===== config.mk =====
export PLATFORM = sky130hd
export DESIGN_NAME = receiver
export DESIGN_NICKNAME = d
export VERILOG_FILES = /design/src/rtl/receiver_pkg.sv /design/src/rtl/receiver_crc.sv /design/src/rtl/receiver.sv
export SDC_FILE = /design/constraint.sdc
export NUM_CORES = 1
export LEC_CHECK = 0
export ABC_AREA = 0
export CORE_MARGIN = 5
export CORE_UTILIZATION = 51
export CTS_CLUSTER_DIAMETER = 80
export DETAILED_ROUTE_END_ITERATION = 8
export PLACE_DENSITY = 0.76
export SLEW_MARGIN = 20
export SYNTH_ARGS = -nofsm -noshare
export SYNTH_HDL_FRONTEND = slang
export SYNTH_SLANG_ARGS = --single-unit

===== constraint.sdc =====
create_clock -name clk -period 10.3 [get_ports clk]
set_clock_uncertainty 0.05 [all_clocks]
set_input_delay 2.06 -clock clk [delete_from_list [all_inputs] [get_ports clk]]
set_output_delay 2.06 -clock clk [all_outputs]
set_load 0.01 [all_outputs]

===== src/rtl/receiver_pkg.sv =====
// Shared definitions for the serial frame receiver: FSM states and frame format constants.
package receiver_pkg;

    typedef enum logic [2:0] {
        IDLE,
        START,
        SIZE,
        DATA,
        CRC,
        STOP,
        WAITLOW
    } state_e;

    localparam logic [7:0] CRC_POLY  = 8'h07;
    localparam logic       START_BIT = 1'b1;
    localparam logic       STOP_BIT  = 1'b0;
    localparam int         MAX_BYTES = 16;
    localparam int         SIZE_BITS = 4;

endpackage


===== src/rtl/receiver_crc.sv =====
// Serial MSB-first CRC-8 engine; one message bit is absorbed per enabled clock.
module receiver_crc
    import receiver_pkg::*;
(
    input  logic       en,
    input  logic       clk,
    input  logic       reset,
    input  logic       crcin,
    output logic [7:0] crcout
);

    logic [7:0] crc_q;
    logic       fb;

    assign fb     = crc_q[7] ^ crcin;
    assign crcout = crc_q;

    always_ff @(posedge clk or posedge reset) begin
        if (reset) begin
            crc_q <= 8'h00;
        end else if (en) begin
            crc_q <= {crc_q[6:0], 1'b0} ^ (fb ? CRC_POLY : 8'h00);
        end
    end

endmodule


===== src/rtl/receiver.sv =====
// Serial frame receiver: start bit, 4-bit byte count, payload, CRC-8 and stop bit,
// sampled mid-bit with a per-frame latched baud divisor.
module receiver
    import receiver_pkg::*;
(
    input  logic                     clk,
    input  logic                     reset,
    input  logic                     RX,
    input  logic [7:0]               baudrate,
    output logic                     RXI,
    output logic                     rf,
    output logic [SIZE_BITS-1:0]     framesize,
    output logic [MAX_BYTES*8-1:0]   framebits,
    output logic                     crcerr,
    output logic                     frameerr
);

    state_e                   state_q;
    logic                     sync1_q, sync2_q, rxPrev_q;
    logic [1:0]               syncFill_q;
    logic                     armed_q;
    logic [7:0]               baud_q;
    logic [7:0]               cnt_q;
    logic [6:0]               bitCnt_q;
    logic [SIZE_BITS-1:0]     size_q;
    logic [MAX_BYTES*8-1:0]   payload_q;
    logic [7:0]               rxCrc_q;
    logic                     stopBit_q;
    logic                     pend_q;
    logic                     crcClr_q;
    logic                     rxi_q, rf_q, crcerr_q, frameerr_q;
    logic [SIZE_BITS-1:0]     framesize_q;
    logic [MAX_BYTES*8-1:0]   framebits_q;

    logic                     rxBit, riseEdge, expire, crcEn, crcRst;
    logic [7:0]               baud_d;
    logic [SIZE_BITS-1:0]     size_d;
    logic [6:0]               dataLast;
    logic [7:0]               crcOut;

    assign rxBit    = sync2_q;
    assign riseEdge = armed_q & sync2_q & ~rxPrev_q;
    assign expire   = (cnt_q <= 8'd1);
    assign baud_d   = (baudrate < 8'd2) ? 8'd2 : baudrate;
    assign size_d   = {size_q[SIZE_BITS-2:0], rxBit};
    assign dataLast = {size_q, 3'b000} - 7'd1;
    assign crcEn    = expire && ((state_q == SIZE) || (state_q == DATA));
    // The engine is held cleared whenever the receiver is idle, so each frame starts from zero.
    assign crcRst   = reset | crcClr_q;

    assign RXI       = rxi_q;
    assign rf        = rf_q;
    assign framesize = framesize_q;
    assign framebits = framebits_q;
    assign crcerr    = crcerr_q;
    assign frameerr  = frameerr_q;

    receiver_crc u_crc (
        .en     (crcEn),
        .clk    (clk),
        .reset  (crcRst),
        .crcin  (rxBit),
        .crcout (crcOut)
    );

    always_ff @(posedge clk or posedge reset) begin
        if (reset) begin
            state_q     <= IDLE;
            sync1_q     <= 1'b0;
            sync2_q     <= 1'b0;
            rxPrev_q    <= 1'b0;
            syncFill_q  <= 2'b00;
            armed_q     <= 1'b0;
            baud_q      <= 8'd0;
            cnt_q       <= 8'd0;
            bitCnt_q    <= 7'd0;
            size_q      <= '0;
            payload_q   <= '0;
            rxCrc_q     <= 8'h00;
            stopBit_q   <= 1'b0;
            pend_q      <= 1'b0;
            crcClr_q    <= 1'b1;
            rxi_q       <= 1'b1;
            rf_q        <= 1'b0;
            crcerr_q    <= 1'b0;
            frameerr_q  <= 1'b0;
            framesize_q <= '0;
            framebits_q <= '0;
        end else begin
            sync1_q    <= RX;
            sync2_q    <= sync1_q;
            rxPrev_q   <= sync2_q;
            syncFill_q <= {syncFill_q[0], 1'b1};
            // A start edge only counts once the synchronizer has shown a real low line after reset.
            if (syncFill_q[1] && !sync2_q) begin
                armed_q <= 1'b1;
            end
            rf_q     <= 1'b0;
            crcClr_q <= (state_q == IDLE) || (state_q == WAITLOW);
            if (!expire) begin
                cnt_q <= cnt_q - 8'd1;
            end

            case (state_q)
                IDLE: begin
                    if (riseEdge) begin
                        baud_q    <= baud_d;
                        cnt_q     <= baud_d >> 1;
                        bitCnt_q  <= 7'd0;
                        size_q    <= '0;
                        payload_q <= '0;
                        pend_q    <= 1'b0;
                        rxi_q     <= 1'b0;
                        state_q   <= START;
                    end
                end
                START: begin
                    if (expire) begin
                        if (rxBit == START_BIT) begin
                            cnt_q   <= baud_q;
                            state_q <= SIZE;
                        end else begin
                            rxi_q   <= 1'b1;
                            state_q <= IDLE;
                        end
                    end
                end
                SIZE: begin
                    if (expire) begin
                        cnt_q  <= baud_q;
                        size_q <= size_d;
                        if (bitCnt_q == 7'd3) begin
                            bitCnt_q <= 7'd0;
                            state_q  <= (size_d == '0) ? CRC : DATA;
                        end else begin
                            bitCnt_q <= bitCnt_q + 7'd1;
                        end
                    end
                end
                DATA: begin
                    if (expire) begin
                        cnt_q <= baud_q;
                        // Byte k lands at [8k+7:8k], its first (MSB) bit at the top of the byte.
                        payload_q[{bitCnt_q[6:3], ~bitCnt_q[2:0]}] <= rxBit;
                        if (bitCnt_q == dataLast) begin
                            bitCnt_q <= 7'd0;
                            state_q  <= CRC;
                        end else begin
                            bitCnt_q <= bitCnt_q + 7'd1;
                        end
                    end
                end
                CRC: begin
                    if (expire) begin
                        cnt_q   <= baud_q;
                        rxCrc_q <= {rxCrc_q[6:0], rxBit};
                        if (bitCnt_q == 7'd7) begin
                            bitCnt_q <= 7'd0;
                            state_q  <= STOP;
                        end else begin
                            bitCnt_q <= bitCnt_q + 7'd1;
                        end
                    end
                end
                STOP: begin
                    if (pend_q) begin
                        pend_q      <= 1'b0;
                        rf_q        <= 1'b1;
                        framesize_q <= size_q;
                        framebits_q <= payload_q;
                        crcerr_q    <= (rxCrc_q != crcOut);
                        frameerr_q  <= (stopBit_q != STOP_BIT);
                        rxi_q       <= 1'b1;
                        cnt_q       <= 8'd0;
                        state_q     <= (stopBit_q == STOP_BIT) ? IDLE : WAITLOW;
                    end else if (expire) begin
                        stopBit_q <= rxBit;
                        pend_q    <= 1'b1;
                    end
                end
                WAITLOW: begin
                    if (!rxBit) begin
                        state_q <= IDLE;
                    end
                end
                default: begin
                    rxi_q   <= 1'b1;
                    state_q <= IDLE;
                end
            endcase
        end
    end

endmodule


# Word-level counts from Yosys, hierarchy flattened
# Index checks and enable logic that the tools add are counted.
classes:
  n_reduce_logical: 24
  n_eq_ne: 21
  n_mux: 50
  n_addsub: 3
  n_bitwise: 9
  order_cmp: 4
ops:
  columns: ["cell", "count"]
  rows:
  - ["2-to-1 mux 128 bit", 2]
  - ["case mux 128 bit (2 select lines)", 1]
  - ["bitwise mux 128 bit", 1]
  - ["2-to-1 mux 8 bit", 7]
  - ["2-to-1 mux 7 bit", 7]
  - ["2-to-1 mux 3 bit", 13]
  - ["case mux 8 bit (4 select lines)", 1]
  - ["case mux 7 bit (4 select lines)", 1]
  - ["case mux 3 bit (7 select lines)", 1]
  - ["!= test 2 bit (second input constant)", 9]
  - ["AND reduction 10 bit", 1]
  - ["AND reduction 5 bit", 2]
  - ["== test 3 bit (second input constant)", 3]
  - ["2-to-1 mux 1 bit", 9]
  - ["AND reduction 3 bit", 3]
  - ["less-or-equal comparator 8 x 1 -> 1 bit (second input constant)", 1]
  - ["< comparator 7 x 8 -> 1 bit (second input constant)", 1]
  - ["< comparator 8 x 2 -> 1 bit (second input constant)", 1]
  - ["2-to-1 mux 4 bit", 2]
  - ["!= test 8 bit", 1]
  - ["case mux 4 bit (2 select lines)", 1]
  - ["AND reduction 2 bit", 4]
  - ["subtractor 8 x 1 -> 8 bit (second input constant)", 1]
  - ["XOR 8 bit", 1]
  - ["other kinds (27)", 37]
totals:
  reg_bits: 319
  output_inout_bits: 136
  word_cells: 133

# Longest topological paths before layout
logic_depth:
  ltp_word: 8
  ltp_mapped: 9

# By module
# From an unflattened synthesis, not the netlist that was laid out.
hier_totals:
  hier_cells: 1501
  hier_area_um2: 13655.6
by_module_without_submodules:
  columns: ["mod", "instances", "area_each_um2", "seq_area_each_um2", "cells_per_inst"]
  rows:
  - ["receiver", 1, 13302.8, 7785.0, 1479]
  - ["receiver_crc", 1, 352.8, 200.2, 22]

# Worst setup path before layout
# OpenSTA, ideal clock, no wires.
synth_timing:
  path_kind: "input to register"
  from: "input port baudrate[4]"
  to: "register baud_q[0]"
  required_ns: 10.129
  cell_stages: 4
  n_path_buf: 0
  arrival_time_ns: 3.029
  setup_slack_ns: 7.100
  cell_sequence: "or4_1 -> nor4_1 -> nor2_1 -> a22o_1"
synth_via:
  elab_chain_cells: 2
synth_rtl:
  columns: ["item", "line", "source"]
  rows:
  - ["from (decl)", "receiver.sv:9", "input logic [7:0] baudrate,"]
  - ["< comparator 8 x 2 -> 1 bit", "receiver.sv:44", "assign baud_d = (baudrate < 8'd2) ? 8'd2 : baudrate;"]
  - ["2-to-1 mux 8 bit", "receiver.sv:44", null]
  - ["to (signal assigned)", "receiver.sv:107", "baud_q <= baud_d;"]
  - ["to (decl)", "receiver.sv:22", "logic [7:0] baud_q;"]
# Every way passes these cells.
# A chain may end at the register's enable or synchronous reset.

==> metrics.txt <==
status=completed; most common cell in the netlist=nand2_1; CP Class=primary input to async pin; Mapped Cells=1490; worst hold path class=flop to flop; Async S/R FF share, synth=100%; vias in the first global route=11.1k; CTS Sinks=319; clock latency on the worst-skew pair=560 ps; top_reg_cell synth=dfrtp_1; setup tns final=0 ps; FF/Latch Area=7990 um2; Max Transition Viols Final=0; WHS Path Cells=0; fin crit share=37.8%; Post CTS Setup Buffer Count=0; Final Critical Period=3900 ps; Syn Area/Cell=9.12 um2; #FFs+latches synth=319; most area-consuming cells after synthesis=dfrtp_1 58%, nand2_1 13%, o21ai_0 9.7%; ant diodes=0; nature of the critical path startpoint=primary input; number of antenna violations at the first check in global routing=0; IO Port Bufs=146; Slew @ Worst Pin=1270 ps; Clock transition at path regs=60 ps; Total GRT Usage=23.5%; Residual DRC=0; Initial Util=52.0%; dominant cell type by area after synthesis=dfrtp_1; Site Rows=59; Max Fanout on Critical Path=187; YS warnings=0; grt ovf=0; worst hold start=sync1_q; first-pass GRT wire length=59.1 mm; DRT Pass-1 Iters=5; die footprint=30000 um2; Layout fillers=2169; PD cells=189 nW/um2; Placed Cells incl. Taps=1886; CP arrival=4320 ps; hold endpoint=rxBit; synthesized area=13600 um2; Cell variety after synth=55; sequential element share of the synthesized area=58.8%; r2r setup slk=6870 ps; Core ar.=26100 um2; CTS max path bufs=3; Post-synth EDFFs=0; Crit. End Element=async pin; endpoints failing hold=0; Worst Path Required=10720 ps; setup violation total in the final timing report=0; vias=11.4k; placed wire-length estimate=22.0 mm; die width=173 um; die height=173 um; GP Congestion=0.839; CTS Root Cell=clkbuf_16; Resized cells post-CTS=0; RR Endpoint=payload_q[12]; syn nets=1505; CTS tree=yes; CTS Hold Bufs=0; H-tree depth=1; Leakage=0.00784 uW; Reg-to-Reg Start=state_q[0]; CTS buffer count=30; Core Util, Final=62.4%; Final Non-Filler Cells=1940; number of DRC markers in iteration 0=1067; # IOs=147; Peak VDD IR=0.110 mV; drt total wl=36.0 mm; post-synth top area share=58.4%; top cells by count, synth=453 x nand2_1, 317 x dfrtp_1, 263 x o21ai_0; wire per inst=18.6 um; via-per-instance ratio=5.87; pin count of the biggest net entering global routing=188; fin nets=1599; relative slew slack=15.4%; Multi-input gate area=5210 um2; synthesis-to-finish area growth=19.9%; FF-to-FF path depth=5; max cap viols=0; Final ANT Viol Nets=0; Max Freq=257 MHz; RSZ-0062 raised after global routing=no; layout cells sized above 1=5.73%
[critical path: stages]
cell and delay [ps]:
clkdlybuf4s50_1 460, clkinvlp_4 80, buf_4 670, buf_12 540
[final cells by class]
class | instances | area share [%]
Sequential cell | 319 | 49.0
Multi-Input combinational cell | 1055 | 32.0
Timing Repair Buffer | 163 | 9.95
Clock buffer | 46 | 5.60
Tap cell | 335 | 2.57
Clock inverter | 7 | 0.522
Inverter | 15 | 0.376
[sequential cells by signal (all words and copies together), names as in the netlist, 2 cells and up]
register	count
bitCnt_q	7
framesize	4
framebits	128
baud_q	8
u_crc.crcout	8
size_q	4
payload_q	128
rxCrc_q	8
cnt_q	8
syncFill_q	2
state_q	3
[cells by family (layout without fill, tap and decap cells)]
kind of cell               count (synthesis)  in the layout  share of synthesized area [%]
AOI/OAI and AO/OA                        455            455                           17.9
xor gates and xnor gates                  23             23                           1.58
adders and majority gates                  4              4                          0.368
buffers and inverters                    116            231                           3.21
DFF                                      319            319                           58.8
muxes                                     20             20                           1.64
other                                      1              1                         0.0276
and+or+nand+nor                          552            552                           16.5
[where the power goes]
group	internal (uW)	switching (uW)	total (uW)	leakage [uW]
sequential	1320	82.9	1400	0.00440
clock	654	462	1120	0.000496
combinational	201	355	556	0.00295
total	2170	899	3070	0.00784
[worst max-delay path by stage]
| stage | to | from | cells past startpoint |
|---|---|---|---|
| 2_1_floorplan | armed_q | reset | 1 |
| 3_3_place_gp | framebits[116] | reset | 4 |
| 3_5_place_dp | framebits[116] | reset | 4 |
| 4_1_cts | framebits[93] | reset | 4 |
| 5_1_grt | payload_q[107] | reset | 4 |
| 6_report | payload_q[85] | reset | 4 |
[through the flow]
stage	power, uW	hold WS, ps	worst slack, ps	area [um2]
finish	3070	298	6400	16300
global route	3210	311	6260	16300
CTS	3080	299	6540	16300
detailed placement	1960	286	5930	15300
global placement	1950	282	5960	15300
floorplan	1810	256	4050	13600
[layer usage]
layer	vias to the layer above	part of all wire (%)	track usage, %	wire [um]
met1	5600	43	33.8	15500
met4	0	2.6	7.05	923
met2	477	47	37.4	17000
li1	5231	-	-	-
met5	-	0	0	0
met3	79	7.1	3.64	2560
[layout by cell type (no fill, tap or decap), types with 6 or more instances in the layout]
master           netlist  final
nand2b_1               6      6
dfrtp_1              317    317
nand2_1              453    453
xnor2_1               16     16
xor2_1                 6      6
clkinv_2               0      6
clkbuf_1              97      7
buf_4                  0     15
clkdlybuf4s50_1        0    146
inv_1                 14     13
a21oi_1              141    140
clkbuf_8               0      8
o21ai_1                8      8
mux2_2                18     18
nor3_1                10      9
a22o_1                 7      7
nand3_1                9      9
o21ai_0              263    263
nor2b_1                6      6
nor2_1                32     32
clkbuf_16              0     31
No activity file was read; power rests on OpenSTA's default activity.
